`src/rtl/lsu_align_if.sv`:
```
// Core-side request/response and RAM-side access signals of the load/store alignment unit.
// The master side is the core plus data RAM. The slave side is lsu_align.
interface lsu_align_if;
   logic        req_valid;
   logic        req_ready;
   logic        req_we;
   logic [2:0]  req_funct3;
   logic [31:0] req_addr;
   logic [31:0] req_wdata;
   logic        resp_valid;
   logic [31:0] resp_rdata;
   logic        resp_err;
   logic        mem_r;
   logic [3:0]  mem_w;
   logic [31:0] mem_addr;
   logic [31:0] mem_wdata;
   logic [31:0] mem_rdata;

   modport master (
      output req_valid, req_we, req_funct3, req_addr, req_wdata, mem_rdata,
      input  req_ready, resp_valid, resp_rdata, resp_err, mem_r, mem_w, mem_addr, mem_wdata
   );

   modport slave (
      input  req_valid, req_we, req_funct3, req_addr, req_wdata, mem_rdata,
      output req_ready, resp_valid, resp_rdata, resp_err, mem_r, mem_w, mem_addr, mem_wdata
   );
endinterface

```
`src/rtl/lsu_align.sv`:
```
// Load/store alignment unit: maps byte/half/word accesses onto a word RAM.
// An access that crosses a word boundary is split into two RAM cycles.
//
// state | meaning
// IDLE  | ready; decode and latch an incoming request
// ACC1  | access to the word holding the first byte
// ACC2  | access to the following word (split accesses only)
// RESP  | one-cycle response pulse
module lsu_align #(
   parameter bit ALLOW_MISALIGNED = 1'b1
) (
   input logic        clk,
   input logic        rst,
   lsu_align_if.slave bus
);
   typedef enum logic [1:0] {IDLE, ACC1, ACC2, RESP} state_t;

   state_t      state_q, state_d;
   logic        we_q, we_d;
   logic [2:0]  f3_q, f3_d;
   logic [31:0] addr_q, addr_d;
   logic [31:0] wdata_q, wdata_d;
   logic [31:0] data_q, data_d;
   logic        mem_r_q, mem_r_d;
   logic [3:0]  mem_w_q, mem_w_d;
   logic [31:0] mem_addr_q, mem_addr_d;
   logic [31:0] mem_wdata_q, mem_wdata_d;
   logic        resp_valid_q, resp_valid_d;
   logic        resp_err_q, resp_err_d;
   logic [31:0] resp_rdata_q, resp_rdata_d;

   logic [1:0]  acc_size;
   logic [1:0]  acc_off;
   logic [31:0] acc_wdata;
   logic [7:0]  lane_m8;
   logic [63:0] lane_w64;
   logic [1:0]  neg_off;

   function automatic logic [7:0] lane_mask(input logic [1:0] size_code, input logic [1:0] off);
      logic [7:0] base;
      case (size_code)
         2'd0:    base = 8'h01;
         2'd1:    base = 8'h03;
         default: base = 8'h0f;
      endcase
      return base << off;
   endfunction

   function automatic logic funct3_ok(input logic we, input logic [2:0] f3);
      return we ? (f3 <= 3'd2) : (f3 != 3'd3 && f3 != 3'd6 && f3 != 3'd7);
   endfunction

   function automatic logic misaligned(input logic [1:0] size_code, input logic [1:0] off);
      return (size_code == 2'd1 && off[0]) || (size_code == 2'd2 && off != 2'd0);
   endfunction

   function automatic logic [31:0] extend(input logic [2:0] f3, input logic [31:0] d);
      logic [31:0] r;
      case (f3)
         3'd0:    r = {{24{d[7]}}, d[7:0]};
         3'd1:    r = {{16{d[15]}}, d[15:0]};
         3'd4:    r = {24'd0, d[7:0]};
         3'd5:    r = {16'd0, d[15:0]};
         default: r = d;
      endcase
      return r;
   endfunction

   // Lane mask and shifted store data over a two-word window: the low half is
   // the first access, the high half is the spill into the next word.
   always_comb begin
      acc_size  = (state_q == IDLE) ? bus.req_funct3[1:0] : f3_q[1:0];
      acc_off   = (state_q == IDLE) ? bus.req_addr[1:0]   : addr_q[1:0];
      acc_wdata = (state_q == IDLE) ? bus.req_wdata       : wdata_q;
      lane_m8   = lane_mask(acc_size, acc_off);
      lane_w64  = {32'd0, acc_wdata} << {acc_off, 3'b000};
      neg_off   = 2'd0 - addr_q[1:0];
   end

   always_comb begin
      state_d      = state_q;
      we_d         = we_q;
      f3_d         = f3_q;
      addr_d       = addr_q;
      wdata_d      = wdata_q;
      data_d       = data_q;
      mem_r_d      = 1'b0;
      mem_w_d      = 4'd0;
      mem_addr_d   = mem_addr_q;
      mem_wdata_d  = mem_wdata_q;
      resp_valid_d = 1'b0;
      resp_err_d   = 1'b0;
      resp_rdata_d = 32'd0;

      case (state_q)
         IDLE: begin
            if (bus.req_valid) begin
               we_d    = bus.req_we;
               f3_d    = bus.req_funct3;
               addr_d  = bus.req_addr;
               wdata_d = bus.req_wdata;
               if (!funct3_ok(bus.req_we, bus.req_funct3) ||
                   (!ALLOW_MISALIGNED && misaligned(bus.req_funct3[1:0], bus.req_addr[1:0]))) begin
                  state_d      = RESP;
                  resp_valid_d = 1'b1;
                  resp_err_d   = 1'b1;
               end else begin
                  state_d    = ACC1;
                  mem_addr_d = {bus.req_addr[31:2], 2'b00};
                  mem_r_d    = !bus.req_we;
                  if (bus.req_we) begin
                     mem_w_d     = lane_m8[3:0];
                     mem_wdata_d = lane_w64[31:0];
                  end
               end
            end
         end
         ACC1: begin
            if (!we_q) data_d = bus.mem_rdata >> {addr_q[1:0], 3'b000};
            if (|lane_m8[7:4]) begin
               state_d    = ACC2;
               mem_addr_d = {addr_q[31:2] + 30'd1, 2'b00};
               mem_r_d    = !we_q;
               if (we_q) begin
                  mem_w_d     = lane_m8[7:4];
                  mem_wdata_d = lane_w64[63:32];
               end
            end else begin
               state_d      = RESP;
               resp_valid_d = 1'b1;
               resp_rdata_d = we_q ? 32'd0 : extend(f3_q, data_d);
            end
         end
         ACC2: begin
            if (!we_q) data_d = data_q | (bus.mem_rdata << {neg_off, 3'b000});
            state_d      = RESP;
            resp_valid_d = 1'b1;
            resp_rdata_d = we_q ? 32'd0 : extend(f3_q, data_d);
         end
         default: state_d = IDLE;
      endcase
   end

   always_ff @(posedge clk) begin
      if (rst) begin
         state_q      <= IDLE;
         we_q         <= 1'b0;
         f3_q         <= 3'd0;
         addr_q       <= 32'd0;
         wdata_q      <= 32'd0;
         data_q       <= 32'd0;
         mem_r_q      <= 1'b0;
         mem_w_q      <= 4'd0;
         mem_addr_q   <= 32'd0;
         mem_wdata_q  <= 32'd0;
         resp_valid_q <= 1'b0;
         resp_err_q   <= 1'b0;
         resp_rdata_q <= 32'd0;
      end else begin
         state_q      <= state_d;
         we_q         <= we_d;
         f3_q         <= f3_d;
         addr_q       <= addr_d;
         wdata_q      <= wdata_d;
         data_q       <= data_d;
         mem_r_q      <= mem_r_d;
         mem_w_q      <= mem_w_d;
         mem_addr_q   <= mem_addr_d;
         mem_wdata_q  <= mem_wdata_d;
         resp_valid_q <= resp_valid_d;
         resp_err_q   <= resp_err_d;
         resp_rdata_q <= resp_rdata_d;
      end
   end

   // The RAM commits on the falling edge, so strobes are masked during reset.
   assign bus.mem_r      = mem_r_q & ~rst;
   assign bus.mem_w      = mem_w_q & {4{~rst}};
   assign bus.mem_addr   = mem_addr_q;
   assign bus.mem_wdata  = mem_wdata_q;
   assign bus.req_ready  = (state_q == IDLE);
   assign bus.resp_valid = resp_valid_q;
   assign bus.resp_err   = resp_err_q;
   assign bus.resp_rdata = resp_rdata_q;
endmodule

```
`src/flat_wrapper.sv`:
```
// flat-port wrapper written by rule: the top's interface ports become plain ports
module lsu_align_flat 
#(
   parameter bit ALLOW_MISALIGNED = 1'b1
)
  (clk, rst, bus_req_valid, bus_req_we, bus_req_funct3, bus_req_addr, bus_req_wdata, bus_mem_rdata, bus_req_ready, bus_resp_valid, bus_resp_rdata, bus_resp_err, bus_mem_r, bus_mem_w, bus_mem_addr, bus_mem_wdata);
  lsu_align_if bus_i ();
  input logic clk;
  input logic rst;
  input wire logic [$bits(bus_i.req_valid)-1:0] bus_req_valid;
  input wire logic [$bits(bus_i.req_we)-1:0] bus_req_we;
  input wire logic [$bits(bus_i.req_funct3)-1:0] bus_req_funct3;
  input wire logic [$bits(bus_i.req_addr)-1:0] bus_req_addr;
  input wire logic [$bits(bus_i.req_wdata)-1:0] bus_req_wdata;
  input wire logic [$bits(bus_i.mem_rdata)-1:0] bus_mem_rdata;
  output wire logic [$bits(bus_i.req_ready)-1:0] bus_req_ready;
  output wire logic [$bits(bus_i.resp_valid)-1:0] bus_resp_valid;
  output wire logic [$bits(bus_i.resp_rdata)-1:0] bus_resp_rdata;
  output wire logic [$bits(bus_i.resp_err)-1:0] bus_resp_err;
  output wire logic [$bits(bus_i.mem_r)-1:0] bus_mem_r;
  output wire logic [$bits(bus_i.mem_w)-1:0] bus_mem_w;
  output wire logic [$bits(bus_i.mem_addr)-1:0] bus_mem_addr;
  output wire logic [$bits(bus_i.mem_wdata)-1:0] bus_mem_wdata;
  assign bus_i.req_valid = bus_req_valid;
  assign bus_i.req_we = bus_req_we;
  assign bus_i.req_funct3 = bus_req_funct3;
  assign bus_i.req_addr = bus_req_addr;
  assign bus_i.req_wdata = bus_req_wdata;
  assign bus_i.mem_rdata = bus_mem_rdata;
  assign bus_req_ready = bus_i.req_ready;
  assign bus_resp_valid = bus_i.resp_valid;
  assign bus_resp_rdata = bus_i.resp_rdata;
  assign bus_resp_err = bus_i.resp_err;
  assign bus_mem_r = bus_i.mem_r;
  assign bus_mem_w = bus_i.mem_w;
  assign bus_mem_addr = bus_i.mem_addr;
  assign bus_mem_wdata = bus_i.mem_wdata;
  lsu_align #(.ALLOW_MISALIGNED(ALLOW_MISALIGNED)) u_core (.clk(clk), .rst(rst), .bus(bus_i));
endmodule
```
`config.mk`:
```
export PLATFORM = sky130hd
export DESIGN_NAME = lsu_align_flat
export DESIGN_NICKNAME = d
export VERILOG_FILES = /design/src/rtl/lsu_align_if.sv /design/src/rtl/lsu_align.sv /design/src/flat_wrapper.sv
export SDC_FILE = /design/constraint.sdc
export NUM_CORES = 1
export LEC_CHECK = 0
export ABC_AREA = 1
export BUFFER_PORTS_ARGS = -buffer_cell sky130_fd_sc_hd__buf_2
export CAP_MARGIN = 20
export CORE_ASPECT_RATIO = 1.25
export CORE_UTILIZATION = 42
export CTS_CLUSTER_DIAMETER = 60
export CTS_CLUSTER_SIZE = 10
export DETAILED_ROUTE_END_ITERATION = 8
export GPL_TIMING_DRIVEN = 0
export PLACE_DENSITY_LB_ADDON = 0.1
export RECOVER_POWER = 100
export SYNTH_ARGS = -nofsm -noshare
export SYNTH_HDL_FRONTEND = slang
export SYNTH_SLANG_ARGS = --single-unit
```
`constraint.sdc`:
```
create_clock -name clk -period 1.9 [get_ports clk]
set_clock_uncertainty 0.1 [all_clocks]
set_input_delay 0.38 -clock clk [delete_from_list [all_inputs] [get_ports clk]]
set_output_delay 0.38 -clock clk [all_outputs]
set_load 0.02 [all_outputs]
```
==> results.cfg, run 1 <==
[setup_path]
cpMaxStageDelayCell = dfxtp_2
cp_max_fo = 7
worstSetupStartpointType = register
cp_top_family = buffers and inverters
ff2ff_setup_slack_ps = -340
cp_num_buf_inv = 6
crit_type = register to register
path_cells = inv_2 -> ha_4 -> buf_12 -> nand2_8 -> nand2_8 -> nand3_4 -> nand3_4 -> buf_8 -> nand3_4 -> buf_8 -> buf_8 -> buf_12 -> nor3_2 -> nor2_1
required_ps = 2220
cp.arrival_ps = 2560
end_kind = register
max_stage_delay_ps = 330

[run_status]
outcome = finished with violations
violations = setup timing

[placed_design]
io_buffers = 203
placed_area_mm2 = 0.01325
pre_cts_ws_ps = -949.6
place_congestion = 1.037
dp.cells = 2459
dpl.hpwl_mm = 37.41

[global_route]
grt_pass1_wl_mm = 74.87
antenna_found_initial = 2
grt-ovfl-total = 0
track_usage_pct = 34.21
grt_max_degree = 13
grt_pass1_vias = 13461

[floorplanning]
dieArea_mm2 = 0.02853
row_count = 67
coreArea_mm2 = 0.02708
initial_core_util_pct = 43.21
num_io_pins = 207
die_h_um = 188.6
die_x_um = 151.3

[yosys]
synth_cells = 1910
synth_area_leader_cell = dfxtp_1
syn-cell-area_mm2 = 0.01170
ys_ff_latch = 203
yosysTopAreaCellShare_pct = 34.73
ys_top_cells_by_area = dfxtp_1, nand2_1, o21ai_0
synth_area_per_cell_um2 = 6.126
synth_cell_type_count = 43
synth_seq_area_share_pct = 34.73
yosys_warnings = 0

[sta]
setup_viol = 106
setup_ws_ps = -335.0
max_freq_mhz = 447.4
slew_headroom_pct = 45.21
min_period_ps = 2235
finalSetupTns_ps = -23450
drv_slew = 0
timing.final.crit_share_pct = 117.6
rsz0062_at_grt = yes
worst_pin_slew_ps = 821.9
holdWs_ps = 8.469
hold_viol_final = 0

[final_layout]
final_nets = 2322
final_common_cell = nand2_1
nFillCells = 2733
final_cell_mix = nand2_1, nor2_1, dfxtp_1, o21ai_0, inv_1
syn2layout_area_growth_pct = 36.73
drive_gt1_share_pct = 23.95
design_area_mm2 = 0.01600
fin_util_pct = 59.08
fin_cells = 2564

[power]
ir_drop_mv = 1.060
powerDensity_mw_per_mm2 = 1913
cellLeakagePower_nw = 6.681
power_mw = 30.60

[route]
ant_nets = 0
dr_total_vias = 14209
post_drt_wl_per_cell_um = 19.46
viasPerCell = 5.542
drc_errors = 0
drtPass1Iterations = 5
wl_mm = 49.89
initialDrtViolationCount = 978

[clock_network]
cts_sinks = 203
cts-buffers-inserted = 25
cts_max_level = 1
cts_tree = yes
clk_path_buf_depth = 3
cts_root_buf = clkbuf_16
clk_pin_slew_ps = 60
clkLatencyLatePin_ps = 530

[flow_run]
maxCapViolCount = 0

[hold_path]
holdCritPathClass = input pin to register
[metal layers]
metal | vias to the layer above | wire, um | GRT usage, %
met1 | 6602 | 19730 | 41.00
li1 | 6831 | - | -
met2 | 618 | 24120 | 57.71
met5 | - | 9 | 0
met4 | 2 | 2920 | 20.00
met3 | 156 | 3103 | 4.455
[cells in the mapped netlist (all sizes together)]
cell type  number
a31oi          13
conb            1
clkinv          3
o211ai         14
a21boi          1
clkbuf         83
a22oi           1
a211oi         13
nand2         533
nand4          12
ha              5
nand3          95
nor3           16
inv           163
o22ai          28
a21oi         175
xor2            4
o32ai           4
or2             5
o21bai          1
and2            1
o31ai           3
o2111ai         1
dfxtp         203
nand3b          1
nor2          271
o21ai         224
buf            36
[sequential cells by signal, indices dropped and copies added (netlist names), 3 cells and up]
name / cells
u_core.wdata_q: 32
u_core.bus.mem_wdata: 32
u_core.bus.mem_addr: 30
u_core.f3_q: 3
u_core.mem_w_q: 4
u_core.bus.resp_rdata: 32
u_core.addr_q: 32
u_core.data_q: 32
[area by class of cell]
| type | instances | area, um^2 | area share, % |
|---|---|---|---|
| multi-input combinational | 1423 | 7535 | 47.10 |
| tap | 345 | 431.7 | 2.698 |
| buffer | 118 | 879.6 | 5.498 |
| timing repair inverter | 1 | 7.507 | 0.04693 |
| clock inverter | 4 | 30.03 | 0.1877 |
| clock buffer | 26 | 629.4 | 3.934 |
| timing repair buffer | 276 | 1738 | 10.86 |
| inverter | 166 | 669.4 | 4.184 |
| sequential | 203 | 4073 | 25.46 |
| antenna | 2 | 5.005 | 0.03128 |
[path summary, 6_finish.rpt]
check                    startpoint                        to  cells after the start
max               u_core.state_q[1]  u_core.bus.mem_wdata[20]                     14
min               bus_req_wdata[22]        u_core.wdata_q[22]                      3
max reg2reg       u_core.state_q[1]  u_core.bus.mem_wdata[20]                     14
min reg2reg  u_core.bus.mem_addr[8]    u_core.bus.mem_addr[8]                      2
[kinds of logic after synthesis]
family                     after synthesis  synth area share, %
other                                    1              0.03205
buffers and inverters                  285                10.10
adders and majority gates                5               0.5347
and+or+nand+nor                        934                32.35
xor gates and xnor gates                 4               0.2994
DFF                                    203                34.73
AOI/OAI and AO/OA                      478                21.95
[worst reg2reg max path, stage by stage (launching register included)]
cell	delay [ps]
dfxtp_2	330
inv_2	80
ha_4	230
buf_12	160
nand2_8	60
nand2_8	120
nand3_4	110
nand3_4	100
buf_8	110
nand3_4	90
buf_8	160
buf_8	140
buf_12	140
nor3_2	150
nor2_1	60
[where the power goes]
group | switching, mW | internal, mW
Clock | 1.84 | 2.33
Combinational | 12.7 | 7.28
Sequential | 0.867 | 5.62
Total | 15.4 | 15.2
[repair_timing]
action / 4_1_cts / 5_1_grt
setup endpoints to repair: 172 / 173
setup buffers: 43 / 17
pin swaps: 29 / 49
endpoints found under the hold margin: 4 / 0
cloned: 7 / 4
gates resized for setup: 269 / 255
hold buffers: 4 / 0
Power figures use the tool's default switching activity.
==> inputs of run 2 (changes only) <==
--- a/config.mk
+++ b/config.mk
@@ -6,7 +6,7 @@
 export NUM_CORES = 1
 export LEC_CHECK = 0
 export ABC_AREA = 1
-export BUFFER_PORTS_ARGS = -buffer_cell sky130_fd_sc_hd__buf_2
+export BUFFER_PORTS_ARGS = -buffer_cell sky130_fd_sc_hd__buf_4
 export CAP_MARGIN = 20
 export CORE_ASPECT_RATIO = 1.25
 export CORE_UTILIZATION = 42
==> run 2 against run 1 <==
The flow still finishes with violations (setup timing); register-to-register slack better by 80 ps; combinational power decreased by 11%; wire length fell by 0.77%; maximum frequency is 3.6% higher; die area stayed put; sequential cell count did not move; sequential power barely moved; critical path depth shrank 3; total power fell by 6.8%; non-clock buffer count down 35; setup slack improved by 78 ps; critical path type unchanged; largest cell class unchanged.
==> results.cfg, run 2 (synthesis results as in run 1) <==
[sta]
timing.final.crit_share_pct = 113.5
min_period_ps = 2157
setup_viol = 103
worst_pin_slew_ps = 712.1
slew_headroom_pct = 52.53
drv_slew = 0
hold_viol_final = 0
setup_ws_ps = -257.1
max_freq_mhz = 463.6
rsz0062_at_grt = yes

[clock_network]
cts_tree = yes
clk_path_buf_depth = 3
clk_pin_slew_ps = 60
cts_max_level = 1
cts_sinks = 203
clkLatencyLatePin_ps = 530
cts_root_buf = clkbuf_16
cts-buffers-inserted = 25

[setup_path]
end_kind = register
cp_max_fo = 8
ff2ff_setup_slack_ps = -260
r2r_cells = 11
worstSetupStartpointType = register
critical_path.startpoint = u_core.state_q[0]
crit_type = register to register
required_ps = 2220
crit-reg2reg-launch = u_core.state_q[0]
crit_path_end = u_core.bus.resp_rdata[31]
cpMostUsedCell = inv_2
cp.arrival_ps = 2480
path_cells = inv_2 -> ha_4 -> inv_2 -> nand2_2 -> nand2_4 -> o21ai_4 -> nand4_4 -> buf_6 -> nor2_1 -> nand2_1 -> a21oi_2
max_stage_delay_ps = 330
cpMaxStageDelayCell = dfxtp_2
r2r-end = u_core.bus.resp_rdata[31]

[final_layout]
fin_cells = 2530
drive_gt1_share_pct = 19.24
syn2layout_area_growth_pct = 31.68
design_area_mm2 = 0.01541
final_common_cell = nand2_1
final_nets = 2287
fin_util_pct = 56.90
final_cell_mix = nand2_1, nor2_1, dfxtp_1, o21ai_0, inv_1

[floorplanning]
dieArea_mm2 = 0.02853
die_x_um = 151.3
coreArea_mm2 = 0.02708
die_h_um = 188.6
num_io_pins = 207
initial_core_util_pct = 43.21
row_count = 67

[route]
drtPass1Iterations = 5
drc_errors = 0
met1_length_mm = 19.16
met3_length_mm = 3.272
wl_mm = 49.50
route.met2.wl_mm = 23.65
viasPerCell = 5.519
ant_nets = 0
dr.max_layer_used = met4
dr_total_vias = 13964
post_drt_wl_per_cell_um = 19.56
initialDrtViolationCount = 962

[power]
ir_drop_mv = 1.032
power_mw = 28.52
cellLeakagePower_nw = 6.436
powerDensity_mw_per_mm2 = 1852

[run_status]
violations = setup timing
outcome = finished with violations

[global_route]
grt-ovfl-total = 0
antenna_found_initial = 2
grt_max_degree = 13
grt_pass1_vias = 13580
track_usage_pct = 34.34
grt_pass1_wl_mm = 74.84

[placed_design]
pre_cts_ws_ps = -702.3
placed_area_mm2 = 0.01375
dpl.hpwl_mm = 38.10
place_congestion = 1.011
io_buffers = 203
dp.cells = 2459

[hold_path]
holdCritPathClass = input pin to register
holdCritStartpoint = bus_req_wdata[14]

[flow_run]
maxCapViolCount = 0
## run 2: cell count changes in the layout (fill, tap and decap cells not counted), moves of 7 or more
cell     change
nand2_1     +27
buf_6       -13
nor2_1      +10
nor2_4      -15
o21ai_2     -19
a21oi_1      +7
buf_4       +97
nand2_4      -7
o21ai_1     +15
nand2_2     -19
buf_2      -108
## run 2: critical path, delay by kind of cell, from the launching register on
kind | cells | cell delay (ps)
AOI/OAI and AO/OA | 2 | 440
adders and majority gates | 1 | 190
buffers and inverters | 3 | 380
DFF | 1 | 330
and+or+nand+nor | 5 | 580
## run 2: per-stage QoR
| stage | TNS (ps) | hold slack (ps) |
|---|---|---|
| after floorplan | -83.15 | 324.4 |
| after global placement | -64350 | 334.9 |
| after detailed placement | -67920 | 338.8 |
| after CTS | -14820 | 0.3301 |
| after global routing | -26620 | 7.559 |
| final | -16710 | 11.87 |
## run 2: how the worst min path moves through the flow
stage	endpoint	slack, ps	cells past startpoint
after global placement	u_core.wdata_q[30]	330	2
after global routing	u_core.wdata_q[17]	8	3
final	u_core.wdata_q[14]	10	3
after floorplan	u_core.wdata_q[24]	320	2
after detailed placement	u_core.wdata_q[30]	340	2
after CTS	u_core.wdata_q[16]	0.3	3
## run 2: timing repair
action / CTS / global route
resized for setup: 206 / 160
hold buffers: 2 / 0
cloned: 5 / 3
buffers inserted: 16 / 13
hold endpoints to repair: 2 / 0
endpoints found under the setup margin: 172 / 171
pin swaps: 19 / 22
## run 2: power by group
group / internal, mW / leakage [nW] / switching [mW] / total (mW)
clock: 2.55 / 0.347 / 1.81 / 4.36
sequential: 5.62 / 1.67 / 0.864 / 6.49
combinational: 6.06 / 4.42 / 11.6 / 17.7
## run 2: routing by layer
layer  up-vias  GRT usage, %
met4         0         21.62
met2       630         58.25
met1      6386         40.47
met3       184         4.165
li1       6764             -
met5         -             0
## run 2: cell type report
| class | instances | area, um^2 |
|---|---|---|
| tap | 345 | 431.7 |
| multi-input combinational | 1424 | 7104 |
| clock inverter | 3 | 47.55 |
| fill | 2796 | 11670 |
| inverter | 166 | 649.4 |
| antenna | 2 | 5.005 |
| clock buffer | 28 | 656.9 |
| timing repair buffer | 241 | 1582 |
| buffer | 118 | 855.8 |
| sequential | 203 | 4074 |
==> inputs of run 3 (changes only) <==
--- a/config.mk
+++ b/config.mk
@@ -15,7 +15,7 @@
 export DETAILED_ROUTE_END_ITERATION = 8
 export GPL_TIMING_DRIVEN = 0
 export PLACE_DENSITY_LB_ADDON = 0.1
-export RECOVER_POWER = 100
+export RECOVER_POWER = 50
 export SYNTH_ARGS = -nofsm -noshare
 export SYNTH_HDL_FRONTEND = slang
 export SYNTH_SLANG_ARGS = --single-unit
==> run 3 against run 2 <==
The flow still finishes with violations (setup timing); via count increased by 0.34%; hold slack better by 1.5 ps; maximum frequency up 0.10%; setup slack gained 2.2 ps; highest routed layer unchanged.
==> results.cfg, run 3 (synthesis results as in run 1) <==
[clock_network]
cts_tree = yes
clk_pin_slew_ps = 60
cts-buffers-inserted = 25
cts_sinks = 203
clk_path_buf_depth = 3
clkLatencyLatePin_ps = 530
cts_root_buf = clkbuf_16
cts_max_level = 1

[placed_design]
dp.cells = 2459
place_congestion = 1.011
pre_cts_ws_ps = -702.3
io_buffers = 203
dpl.hpwl_mm = 38.10

[hold_path]
holdCritStartpoint = bus_req_wdata[14]
holdCritPathClass = input pin to register

[setup_path]
critical_path.startpoint = u_core.state_q[0]
r2r-end = u_core.bus.resp_rdata[31]
cp_max_fo = 9
crit-reg2reg-launch = u_core.state_q[0]
ff2ff_setup_slack_ps = -250
cp.arrival_ps = 2470
end_kind = register
worstSetupStartpointType = register
crit_type = register to register
crit_path_end = u_core.bus.resp_rdata[31]
r2r_cells = 11
required_ps = 2220

[sta]
worst_pin_slew_ps = 714.3
finalSetupTns_ps = -16480
drv_slew = 0
max_freq_mhz = 464.1
rsz0062_at_grt = yes
slew_headroom_pct = 52.38
hold_viol_final = 0
setup_ws_ps = -254.9
min_period_ps = 2155
setup_viol = 105
timing.final.crit_share_pct = 113.4

[floorplanning]
die_h_um = 188.6
num_io_pins = 207
initial_core_util_pct = 43.21
coreArea_mm2 = 0.02708
dieArea_mm2 = 0.02853
row_count = 67
die_x_um = 151.3

[global_route]
grt_pass1_wl_mm = 74.84
antenna_found_initial = 2
grt_max_degree = 13
grt_pass1_vias = 13580
grt-ovfl-total = 0
track_usage_pct = 34.34

[run_status]
violations = setup timing
outcome = finished with violations

[final_layout]
final_common_cell = nand2_1
final_nets = 2287
final_cell_mix = nand2_1, nor2_1, dfxtp_1, o21ai_0, buf_4
fin_cells = 2530
fin_util_pct = 57.08
drive_gt1_share_pct = 19.84
syn2layout_area_growth_pct = 32.09

[route]
wl_mm = 49.55
viasPerCell = 5.538
initialDrtViolationCount = 953
drc_errors = 0
drtPass1Iterations = 6
ant_nets = 0
post_drt_wl_per_cell_um = 19.59
dr_total_vias = 14011

[power]
ir_drop_mv = 1.030
cellLeakagePower_nw = 6.490
powerDensity_mw_per_mm2 = 1853

[flow_run]
maxCapViolCount = 0
## run 3: cell count changes in the layout (fill, tap and decap cells not counted)
| cell | delta |
|---|---|
| buf_4 | +13 |
| clkbuf_1 | -13 |
## run 3: cell type report
type	instances	area (um^2)
Antenna cell	2	5.005
Buffer	118	855.8
Clock buffer	28	656.9
Clock inverter	3	47.55
Fill cell	2782	11620
Inverter	166	649.4
Multi-Input combinational cell	1424	7104
Sequential cell	203	4074
Tap cell	345	431.7
Timing Repair Buffer	241	1630
## run 3: power by group
group	internal [mW]	total [mW]	switching (mW)
Sequential	5.62	6.49	0.867
Clock	2.55	4.36	1.81
Combinational	6.16	17.8	11.6
## run 3: critical path, cell delays in order (launching register included)
cell	delay [ps]
dfxtp_2	350
inv_2	60
ha_4	190
buf_12	150
nand2_8	90
nand2_8	90
o21ai_4	210
nand4_4	240
buf_6	220
nor2_1	80
nand2_1	60
a21oi_2	200
## run 3: worst min-delay path by stage
stage	to	slack, ps	depth (start not counted)
6_report	u_core.wdata_q[14]	10	3
5_1_grt	u_core.wdata_q[17]	8	3
4_1_cts	u_core.wdata_q[16]	0.3	3
3_5_place_dp	u_core.wdata_q[30]	340	2
3_3_place_gp	u_core.wdata_q[30]	330	2
2_1_floorplan	u_core.wdata_q[24]	320	2
## run 3: repair_timing
item	4_1_cts	5_1_grt
buffers inserted	16	13
pin swaps	19	22
hold buffers	2	0
hold endpoints to repair	2	0
cloned	5	3
endpoints found under the setup margin	172	171
resized for setup	206	160
## run 3: metal layers
metal  wire, um  up-vias  global-route usage [%]  share of wire, %
li1           -     6768                       -                 -
met3       3238      178                   4.165               6.5
met4       3345        0                   21.62               6.8
met2      23790      620                   58.25                48
met5          0        -                       0                 0
met1      19180     6445                   40.47                39
## run 3: through the flow
step                total power, mW  hold WS (ps)  cell area [um^2]
finish                        28.64         13.33             15450
global route                  30.47         7.559             15450
CTS                           27.47        0.3301             15240
detailed placement            21.39         338.8             13750
global placement              21.30         334.9             13750
floorplan                     16.15         324.4             11800
